[src/rtl/shift_seq_if.sv]
// Request/response bundle between the execute stage and the shift sequencer.
// The master issues shift requests and acknowledges results; the slave runs them.
interface shift_seq_if #(
    parameter int WIDTH = 16,
    parameter int CNT_W = 4
) ();
    logic             start;
    logic [WIDTH-1:0] in;
    logic [2:0]       op;
    logic [CNT_W-1:0] cnt;
    logic             ack;
    logic             busy;
    logic             done;
    logic             err;
    logic [WIDTH-1:0] result;

    modport master (
        output start, in, op, cnt, ack,
        input  busy, done, err, result
    );

    modport slave (
        input  start, in, op, cnt, ack,
        output busy, done, err, result
    );
endinterface

[src/rtl/shift_seq.sv]
// Iterative shift/rotate unit: applies one single-bit step per clock, cnt times,
// then holds the result with done until the consumer acknowledges it.
module shift_seq #(
    parameter int WIDTH = 16,
    parameter int CNT_W = 4
) (
    input logic        clk,
    input logic        rst,
    shift_seq_if.slave sq
);

    localparam logic [2:0] OP_ROL = 3'b000;
    localparam logic [2:0] OP_ROR = 3'b001;
    localparam logic [2:0] OP_SLL = 3'b010;
    localparam logic [2:0] OP_SRA = 3'b011;
    localparam logic [2:0] OP_SRL = 3'b100;

    typedef enum logic [1:0] {
        IDLE  = 2'd0,
        SHIFT = 2'd1,
        DONE  = 2'd2
    } seqState_e;

    seqState_e        state_q, state_d;
    logic [WIDTH-1:0] shiftVal_q, shiftVal_d;
    logic [2:0]       opSel_q, opSel_d;
    logic [CNT_W-1:0] stepsLeft_q, stepsLeft_d;
    logic             errFlag_q, errFlag_d;
    logic             busyFlag_q;
    logic             doneFlag_q;
    logic             acceptReq;

    function automatic logic [WIDTH-1:0] stepFn(input logic [2:0] opc, input logic [WIDTH-1:0] x);
        logic [WIDTH-1:0] y;
        y = x;
        case (opc)
            OP_ROL:  y = {x[WIDTH-2:0], x[WIDTH-1]};
            OP_ROR:  y = {x[0], x[WIDTH-1:1]};
            OP_SLL:  y = {x[WIDTH-2:0], 1'b0};
            OP_SRA:  y = {x[WIDTH-1], x[WIDTH-1:1]};
            OP_SRL:  y = {1'b0, x[WIDTH-1:1]};
            default: y = x;
        endcase
        return y;
    endfunction

    always_comb begin
        state_d     = state_q;
        shiftVal_d  = shiftVal_q;
        opSel_d     = opSel_q;
        stepsLeft_d = stepsLeft_q;
        errFlag_d   = errFlag_q;
        acceptReq   = 1'b0;

        case (state_q)
            IDLE: begin
                acceptReq = sq.start;
            end
            SHIFT: begin
                if (stepsLeft_q != '0) begin
                    shiftVal_d  = stepFn(opSel_q, shiftVal_q);
                    stepsLeft_d = stepsLeft_q - 1'b1;
                end else begin
                    state_d   = DONE;
                    errFlag_d = 1'b0;
                end
            end
            DONE: begin
                if (sq.ack) begin
                    state_d   = IDLE;
                    errFlag_d = 1'b0;
                    acceptReq = sq.start;
                end
            end
            default: begin
                state_d = IDLE;
            end
        endcase

        // A DONE-state ack with start takes the new request on the same edge.
        if (acceptReq) begin
            shiftVal_d = sq.in;
            if (sq.op <= OP_SRL) begin
                opSel_d     = sq.op;
                stepsLeft_d = sq.cnt;
                errFlag_d   = 1'b0;
                state_d     = SHIFT;
            end else begin
                errFlag_d = 1'b1;
                state_d   = DONE;
            end
        end
    end

    always_ff @(posedge clk or posedge rst) begin
        if (rst) begin
            state_q     <= IDLE;
            shiftVal_q  <= '0;
            opSel_q     <= OP_ROL;
            stepsLeft_q <= '0;
            errFlag_q   <= 1'b0;
            busyFlag_q  <= 1'b0;
            doneFlag_q  <= 1'b0;
        end else begin
            state_q     <= state_d;
            shiftVal_q  <= shiftVal_d;
            opSel_q     <= opSel_d;
            stepsLeft_q <= stepsLeft_d;
            errFlag_q   <= errFlag_d;
            busyFlag_q  <= (state_d == SHIFT);
            doneFlag_q  <= (state_d == DONE);
        end
    end

    assign sq.busy   = busyFlag_q;
    assign sq.done   = doneFlag_q;
    assign sq.err    = errFlag_q;
    assign sq.result = shiftVal_q;

endmodule

[src/flat_wrapper.sv]
// flat-port wrapper written by rule: the top's interface ports become plain ports
module shift_seq_flat 
#(
    parameter int WIDTH = 16,
    parameter int CNT_W = 4
)
  (clk, rst, sq_start, sq_in, sq_op, sq_cnt, sq_ack, sq_busy, sq_done, sq_err, sq_result);
  shift_seq_if #(.WIDTH(WIDTH), .CNT_W(CNT_W)) sq_i ();
  input logic clk;
  input logic rst;
  input wire logic [$bits(sq_i.start)-1:0] sq_start;
  input wire logic [$bits(sq_i.in)-1:0] sq_in;
  input wire logic [$bits(sq_i.op)-1:0] sq_op;
  input wire logic [$bits(sq_i.cnt)-1:0] sq_cnt;
  input wire logic [$bits(sq_i.ack)-1:0] sq_ack;
  output wire logic [$bits(sq_i.busy)-1:0] sq_busy;
  output wire logic [$bits(sq_i.done)-1:0] sq_done;
  output wire logic [$bits(sq_i.err)-1:0] sq_err;
  output wire logic [$bits(sq_i.result)-1:0] sq_result;
  assign sq_i.start = sq_start;
  assign sq_i.in = sq_in;
  assign sq_i.op = sq_op;
  assign sq_i.cnt = sq_cnt;
  assign sq_i.ack = sq_ack;
  assign sq_busy = sq_i.busy;
  assign sq_done = sq_i.done;
  assign sq_err = sq_i.err;
  assign sq_result = sq_i.result;
  shift_seq #(.WIDTH(WIDTH), .CNT_W(CNT_W)) u_core (.clk(clk), .rst(rst), .sq(sq_i));
endmodule
[config.mk]
export PLATFORM = sky130hd
export DESIGN_NAME = shift_seq_flat
export DESIGN_NICKNAME = d
export VERILOG_FILES = /design/src/rtl/shift_seq_if.sv /design/src/rtl/shift_seq.sv /design/src/flat_wrapper.sv
export SDC_FILE = /design/constraint.sdc
export NUM_CORES = 1
export LEC_CHECK = 0
export ABC_CLOCK_PERIOD_IN_PS = 2400
export CORE_MARGIN = 2
export CORE_UTILIZATION = 48
export DETAILED_ROUTE_END_ITERATION = 16
export PLACE_DENSITY = 0.79
export SETUP_SLACK_MARGIN = 0.1
export SYNTH_ARGS = -nofsm -noshare
export SYNTH_HDL_FRONTEND = slang
export SYNTH_SLANG_ARGS = --single-unit
export TNS_END_PERCENT = 30
[constraint.sdc]
create_clock -name clk -period 2.4 [get_ports clk]
set_input_delay 0.48 -clock clk [delete_from_list [all_inputs] [get_ports clk]]
set_output_delay 0.48 -clock clk [all_outputs]
set_load 0.05 [all_outputs]
==> metrics, run 1 <==
post-layout util=0.661; type of the setup path with the least slack=register to output port; cell area after layout=about 2200 um2; RePlAce Congestion=0.966; diode count=0; power per standard cell area=1540 nW/um2; fraction of layout cells with a size suffix above 1=0.153; number of instances resized during post-cts repair=0; placed cell area=2190 um2; setup slack, reg-to-reg=0.41 ns; total number of clock tree sinks=28; mean area per synthesized cell=roughly 11 um2; cell with the largest stage delay on the worst path=clkdlybuf4s50_1; Rel. slew slack=0.522; half-perimeter wire length after detailed placement=approximately 2800 um; final setup fails=0; Final Max Tran Viols=0; Hold-fix buffers, CTS=0; Post-Syn Nets=194; accumulated negative setup slack=0 ns; Highest Clock Rate=471 MHz; DRC violation count after routing=0; number of ports placed on the die boundary=46; clock transition at the register clock pins on the worst setup and hold paths after CTS=approximately 0.15 ns; vias in the first global route=1448; IO Port Bufs=45; height of the die=63.7 um; number of distinct library cells after synthesis=41; series of cell instances along the critical path=clkdlybuf4s50_1; gate family responsible for the most delay along the worst path=buffers and inverters; antenna-violating nets left=0; count of yosys warnings during synthesis=0; maximum root-to-sink buffer count=2; Detailed Routing Iterations Pass 1=6; clock period minus final worst setup slack=2.12 ns; number of max-cap violations=0; actual slew at the worst max-slew pin=0.702 ns; Max IR drop VDD=0.000779 V; maximum level of the CTS H-tree=1; Hold WC Path Type=input pin to async pin; largest driver fanout on the critical path=5; summed instance area of the synthesized netlist=between 1500 and 2000 um2; synthesized flop and latch total=28; Critical Path Start Type=register; top library cells by usage in the layout, fill and taps aside=clkdlybuf4s50_1 (45), dfrtp_1 (28), inv_1 (23); total gr overflow=0; Area Overhead vs Synth=31.2%; antenna violations before repair=0; Nets=242; Async SR Flop Fraction=1.00; dominant register cell in the synthesized netlist=dfrtp_1; final cycle utilization of the critical path=0.885; setup skew after layout=~0.0019 ns; horizontal extent of the die=63.7 um; peak per-stage delay on the critical path=approximately 0.84 ns; global-route wire length before repair=about 6600 um; LEAKAGE=0.986 nW; post-synthesis sequential area ratio=0.410; Cell Rows=21; number of failing hold endpoints at the final stage=0; largest net degree at the start of global routing=29; core outline area=3390 um2; Gate Count Post-Synth=roughly 160; number of buffers and inverters on the critical path=1; area of the die=4050 um2; Starting Density=0.504; post-CTS setup buffer count=0; Vias=1406; critical path endpoint category=output port; Skew-Pair Late Insertion Delay=0.33 ns; routed vias/inst=5.51; all-layer global routing usage=0.205; Wirelength per Cell=14.9 um; routed wire length=3810 um; initial DRC count=109; clock tree from TritonCTS=yes; number of buffers added by the clock tree synthesis step=3; unrepaired setup endpoints after global routing=false; data required time of the worst path=1.92 ns; result of the run=completed; count of flip-flops with a built-in enable after synthesis=0; most frequent standard cell in the layout excluding fill and tap cells=clkdlybuf4s50_1; library cell used as clock root buffer=clkbuf_4; Critical Path AT=1.64 ns
worst reg2reg max path, cell delays in order, from the launching register on:
cell      delay [ns]
dfrtp_1         0.47
inv_1           0.11
ha_1            0.28
nor4bb_1        0.29
o22ai_1         0.14
o32ai_1         0.43
nor2b_1         0.20
per-stage QoR:
stage / hold WS [ns] / power [W] / instances / worst slack [ns]
global route: 0.523 / 0.00367 / 255 / 0.224
floorplan: 0.545 / 0.00259 / 162 / 0.548
CTS: 0.503 / 0.00346 / 255 / 0.275
detailed placement: 0.518 / 0.00315 / 251 / 0.260
finish: 0.488 / 0.00345 / 255 / 0.277
global placement: 0.505 / 0.00307 / 251 / 0.295
final timing paths:
kind,end,cells after the start,from
worst max-delay path,sq_result[15],1,u_core.sq.result[15]
worst min-delay path,u_core.state_q[1],3,rst
worst max register to register,u_core.sq.done,6,u_core.state_q[1]
worst min register to register,u_core.sq.err,1,u_core.sq.err
max in group asynchronous,u_core.opSel_q[1],3,rst
min in group clk,u_core.sq.err,1,u_core.sq.err
sequential cells by signal, indices dropped and copies added (netlist names):
signal	count
u_core.stepsLeft_q	4
u_core.sq.done	1
u_core.sq.result	16
u_core.sq.err	1
u_core.state_q	2
u_core.opSel_q	3
u_core.sq.busy	1
synth_stat cells (2+ instances only):
cell      instances  area share
dfrtp_1          28        0.41
inv_1            23       0.051
nand2_1          19       0.042
mux2i_1          16       0.094
o221ai_2          9       0.079
a21oi_1           6       0.018
nor2_1            6       0.013
o221ai_1          6       0.031
ha_1              5       0.037
mux2_2            4       0.026
nor2b_1           3       0.011
nor3_1            3      0.0088
a211oi_1          2      0.0088
and4_2            2       0.012
buf_6             2       0.013
clkbuf_1          2      0.0044
o21ai_0           2      0.0059
where the power goes:
| group | internal (W) | switching, W | leakage, nW | total (W) |
|---|---|---|---|---|
| registers | 0.000699 | 0.000269 | 0.343 | 0.000968 |
| logic | 0.000880 | 0.00129 | 0.615 | 0.00217 |
| clock network | 0.000169 | 0.000142 | 0.0279 | 0.000311 |
| total | 0.00175 | 0.00170 | 0.986 | 0.00345 |
logic make-up after synthesis:
| family | after synthesis | share of synthesized area |
|---|---|---|
| xor gates and xnor gates | 1 | 0.00513 |
| buffers and inverters | 29 | 0.0842 |
| and+or+nand+nor | 43 | 0.135 |
| muxes | 21 | 0.133 |
| DFF | 28 | 0.410 |
| adders and majority gates | 5 | 0.0366 |
| AOI/OAI and AO/OA | 35 | 0.195 |
cell type report:
type                       instances  area, um2
sequential                        28        701
clock buffer                       3       22.5
clock inverter                     1       30.0
inverter                          23       86.3
timing repair buffer              49        480
fill                             270       1150
multi-input combinational        105        865
tap                               46       57.6
per-layer routing:
| metal | up-vias | track usage | routed length [um] |
|---|---|---|---|
| met5 | - | 0 | 0 |
| met4 | 0 | 0.0734 | 42 |
| met3 | 4 | 0.0411 | 197 |
| met2 | 52 | 0.337 | 1810 |
| met1 | 672 | 0.268 | 1760 |
| li1 | 678 | - | - |
Power figures use the tool's default switching activity.
==> run 2: changes to the inputs <==
Settings changed: SETUP_SLACK_MARGIN 0.1 to 0.4.
==> run 2 against run 1 <==
Against the previous run:
- fmax grew 2.9%
- cell area up 0.73%
- clock skew increased by 0.0010 ns
- critical path type unchanged
==> metrics, run 2 (same netlist as run 1, synthesis figures left out) <==
setup skew after layout=0.00289 ns; all-layer global routing usage=0.205; cell with the largest stage delay on the worst path=clkdlybuf4s50_1; fraction of layout cells with a size suffix above 1=0.153; horizontal extent of the die=~64 um; internal power component=0.00171 W; library cell used as clock root buffer=clkbuf_4; global-route wire length before repair=between 6000 and 7000 um; max FFs per register=16; Detailed Routing Iterations Pass 1=4; antenna-violating nets left=0; most frequent standard cell in the layout excluding fill and tap cells=clkdlybuf4s50_1; final-layout fill cell count=275; critical path endpoint category=output port; number of buffers added by the clock tree synthesis step=3; Rel. slew slack=0.517; Starting Density=0.504; area of the die=4050 um2; half-perimeter wire length after detailed placement=2840 um; sequential group share of total power=0.283; RePlAce Congestion=roughly 0.97; gate family responsible for the most delay along the worst path=buffers and inverters; initial DRC count=between 80 and 90; top sig layer=met4; data required time of the worst path=approximately 1.9 ns; Net Switching=0.00171 W; peak per-stage delay on the critical path=0.82 ns; net switching fraction of the power=0.499; IO Port Bufs=45; clock period minus final worst setup slack=2.06 ns; total gr overflow=0; vias in the first global route=1448; Vias=about 1400; Cell Rows=21; final cycle utilization of the critical path=0.860; setup slack, reg-to-reg=0.40 ns; DRC violation count after routing=0; routed wire length=3920 um; portion of total power attributed to the clock network=0.090; Critical Path Start Type=register; top library cells by usage in the layout, fill and taps aside=clkdlybuf4s50_1 (31), dfrtp_1 (28), inv_1 (23); accumulated negative setup slack=0 ns; actual slew at the worst max-slew pin=a little over 0.7 ns; antenna violations before repair=0; met3 layer wire length in the routed design=approximately 190 um; Skew-Pair Late Insertion Delay=~0.33 ns; routed length on met2=1940 um; number of max-cap violations=0; hold slack=0.492 ns; clock tree from TritonCTS=yes; number of ports placed on the die boundary=46; post-CTS setup buffer count=0; diode count=0; Crit path depth=1; Nets=roughly 240; number of failing hold endpoints at the final stage=0; final setup fails=0; routed vias/inst=5.54; total number of clock tree sinks=28; clock transition at the register clock pins on the worst setup and hold paths after CTS=0.15 ns; Critical Path AT=~1.6 ns; routed metal-1 wirelength=1750 um; largest driver fanout on the critical path=4; maximum level of the CTS H-tree=1; largest net degree at the start of global routing=29; Max IR drop VDD=0.000770 V; maximum root-to-sink buffer count=2; type of the setup path with the least slack=register to output port; LEAKAGE=1.10 nW; Wirelength per Cell=between 15 and 20 um; Area Overhead vs Synth=32.1%; Highest Clock Rate=485 MHz; core outline area=3390 um2; combinational share of power=0.626; unrepaired setup endpoints after global routing=true; depth of the worst register-to-register path=7; result of the run=completed; number of buffers and inverters on the critical path=1; Hold WC Path Type=input pin to async pin; power per standard cell area=~1500 nW/um2; height of the die=~64 um; series of cell instances along the critical path=clkdlybuf4s50_1; Final Max Tran Viols=0
[run 2: changes by cell type in the layout (fill, tap and decap cells not counted), sizes merged]
cell           change
clkdlybuf4s50     -14
dlymetal6s2s       +9
dlygate4sd2        +5
[run 2: power by group through the flow]
| stage | Sequential [W] | Combinational [W] | Clock, W |
|---|---|---|---|
| 2_1_floorplan | 0.00143 | 0.00116 | 0 |
| 3_3_place_gp | 0.000958 | 0.00212 | 0 |
| 3_5_place_dp | 0.000976 | 0.00218 | 0 |
| 4_1_cts | 0.000963 | 0.00215 | 0.000316 |
| 5_1_grt | 0.00100 | 0.00229 | 0.000341 |
| 6_report | 0.000968 | 0.00214 | 0.000309 |
[run 2: stage by stage]
| stage | instances | setup WS [ns] | total power (W) | instance area, um2 | util |
|---|---|---|---|---|---|
| after floorplan | 162 | 0.548 | 0.00259 | 1710 | - |
| after global placement | 251 | 0.295 | 0.00307 | 2190 | 0.646 |
| after detailed placement | 251 | 0.260 | 0.00315 | 2190 | 0.646 |
| after CTS | 255 | 0.322 | 0.00343 | 2240 | 0.660 |
| after global routing | 255 | 0.283 | 0.00364 | 2260 | 0.666 |
| final | 255 | 0.336 | 0.00342 | 2260 | 0.666 |
[run 2: routing by layer]
layer,GRT usage,up-vias
met1,0.268,682
li1,-,680
met5,0,-
met2,0.337,47
met3,0.0411,4
met4,0.0734,0
[run 2: timing repair]
| item | CTS | global route |
|---|---|---|
| hold buffers | 0 | 0 |
| resized for setup | 5 | 9 |
| hold endpoints to repair | 0 | 0 |
| setup endpoints to repair | 17 | 33 |
[run 2: cell type report]
class                   instances  area, um2  share of cell area
clock buffers                   3       22.5             0.00997
clock inverters                 1       30.0              0.0133
inverters                      23       86.3              0.0382
multi-input cells             105        865               0.383
flip-flops and latches         28        701               0.310
well taps                      46       57.6              0.0255
repair buffers                 49        497               0.220
[run 2: worst reg2reg max path, delay by kind of cell, from the launching register on]
family          cells  cell delay, ns
simple gates        2            0.65
flops               1            0.41
fa+ha+maj           1            0.23
compound gates      2            0.27
buf+inv             2            0.33
[run 2: final timing paths]
kind,to,startpoint
max,sq_result[2],u_core.sq.result[2]
min,u_core.state_q[1],rst
max reg2reg,u_core.sq.result[6],u_core.stepsLeft_q[0]
min reg2reg,u_core.sq.err,u_core.sq.err
max in group asynchronous,u_core.sq.result[6],rst
min in group clk,u_core.sq.err,u_core.sq.err
==> run 3: changes to the inputs <==
Settings changed: CTS_CLUSTER_DIAMETER from default to 60.
==> results of run 3 <==
No change in the layout: final DEF, timing and power equal those of run 2.
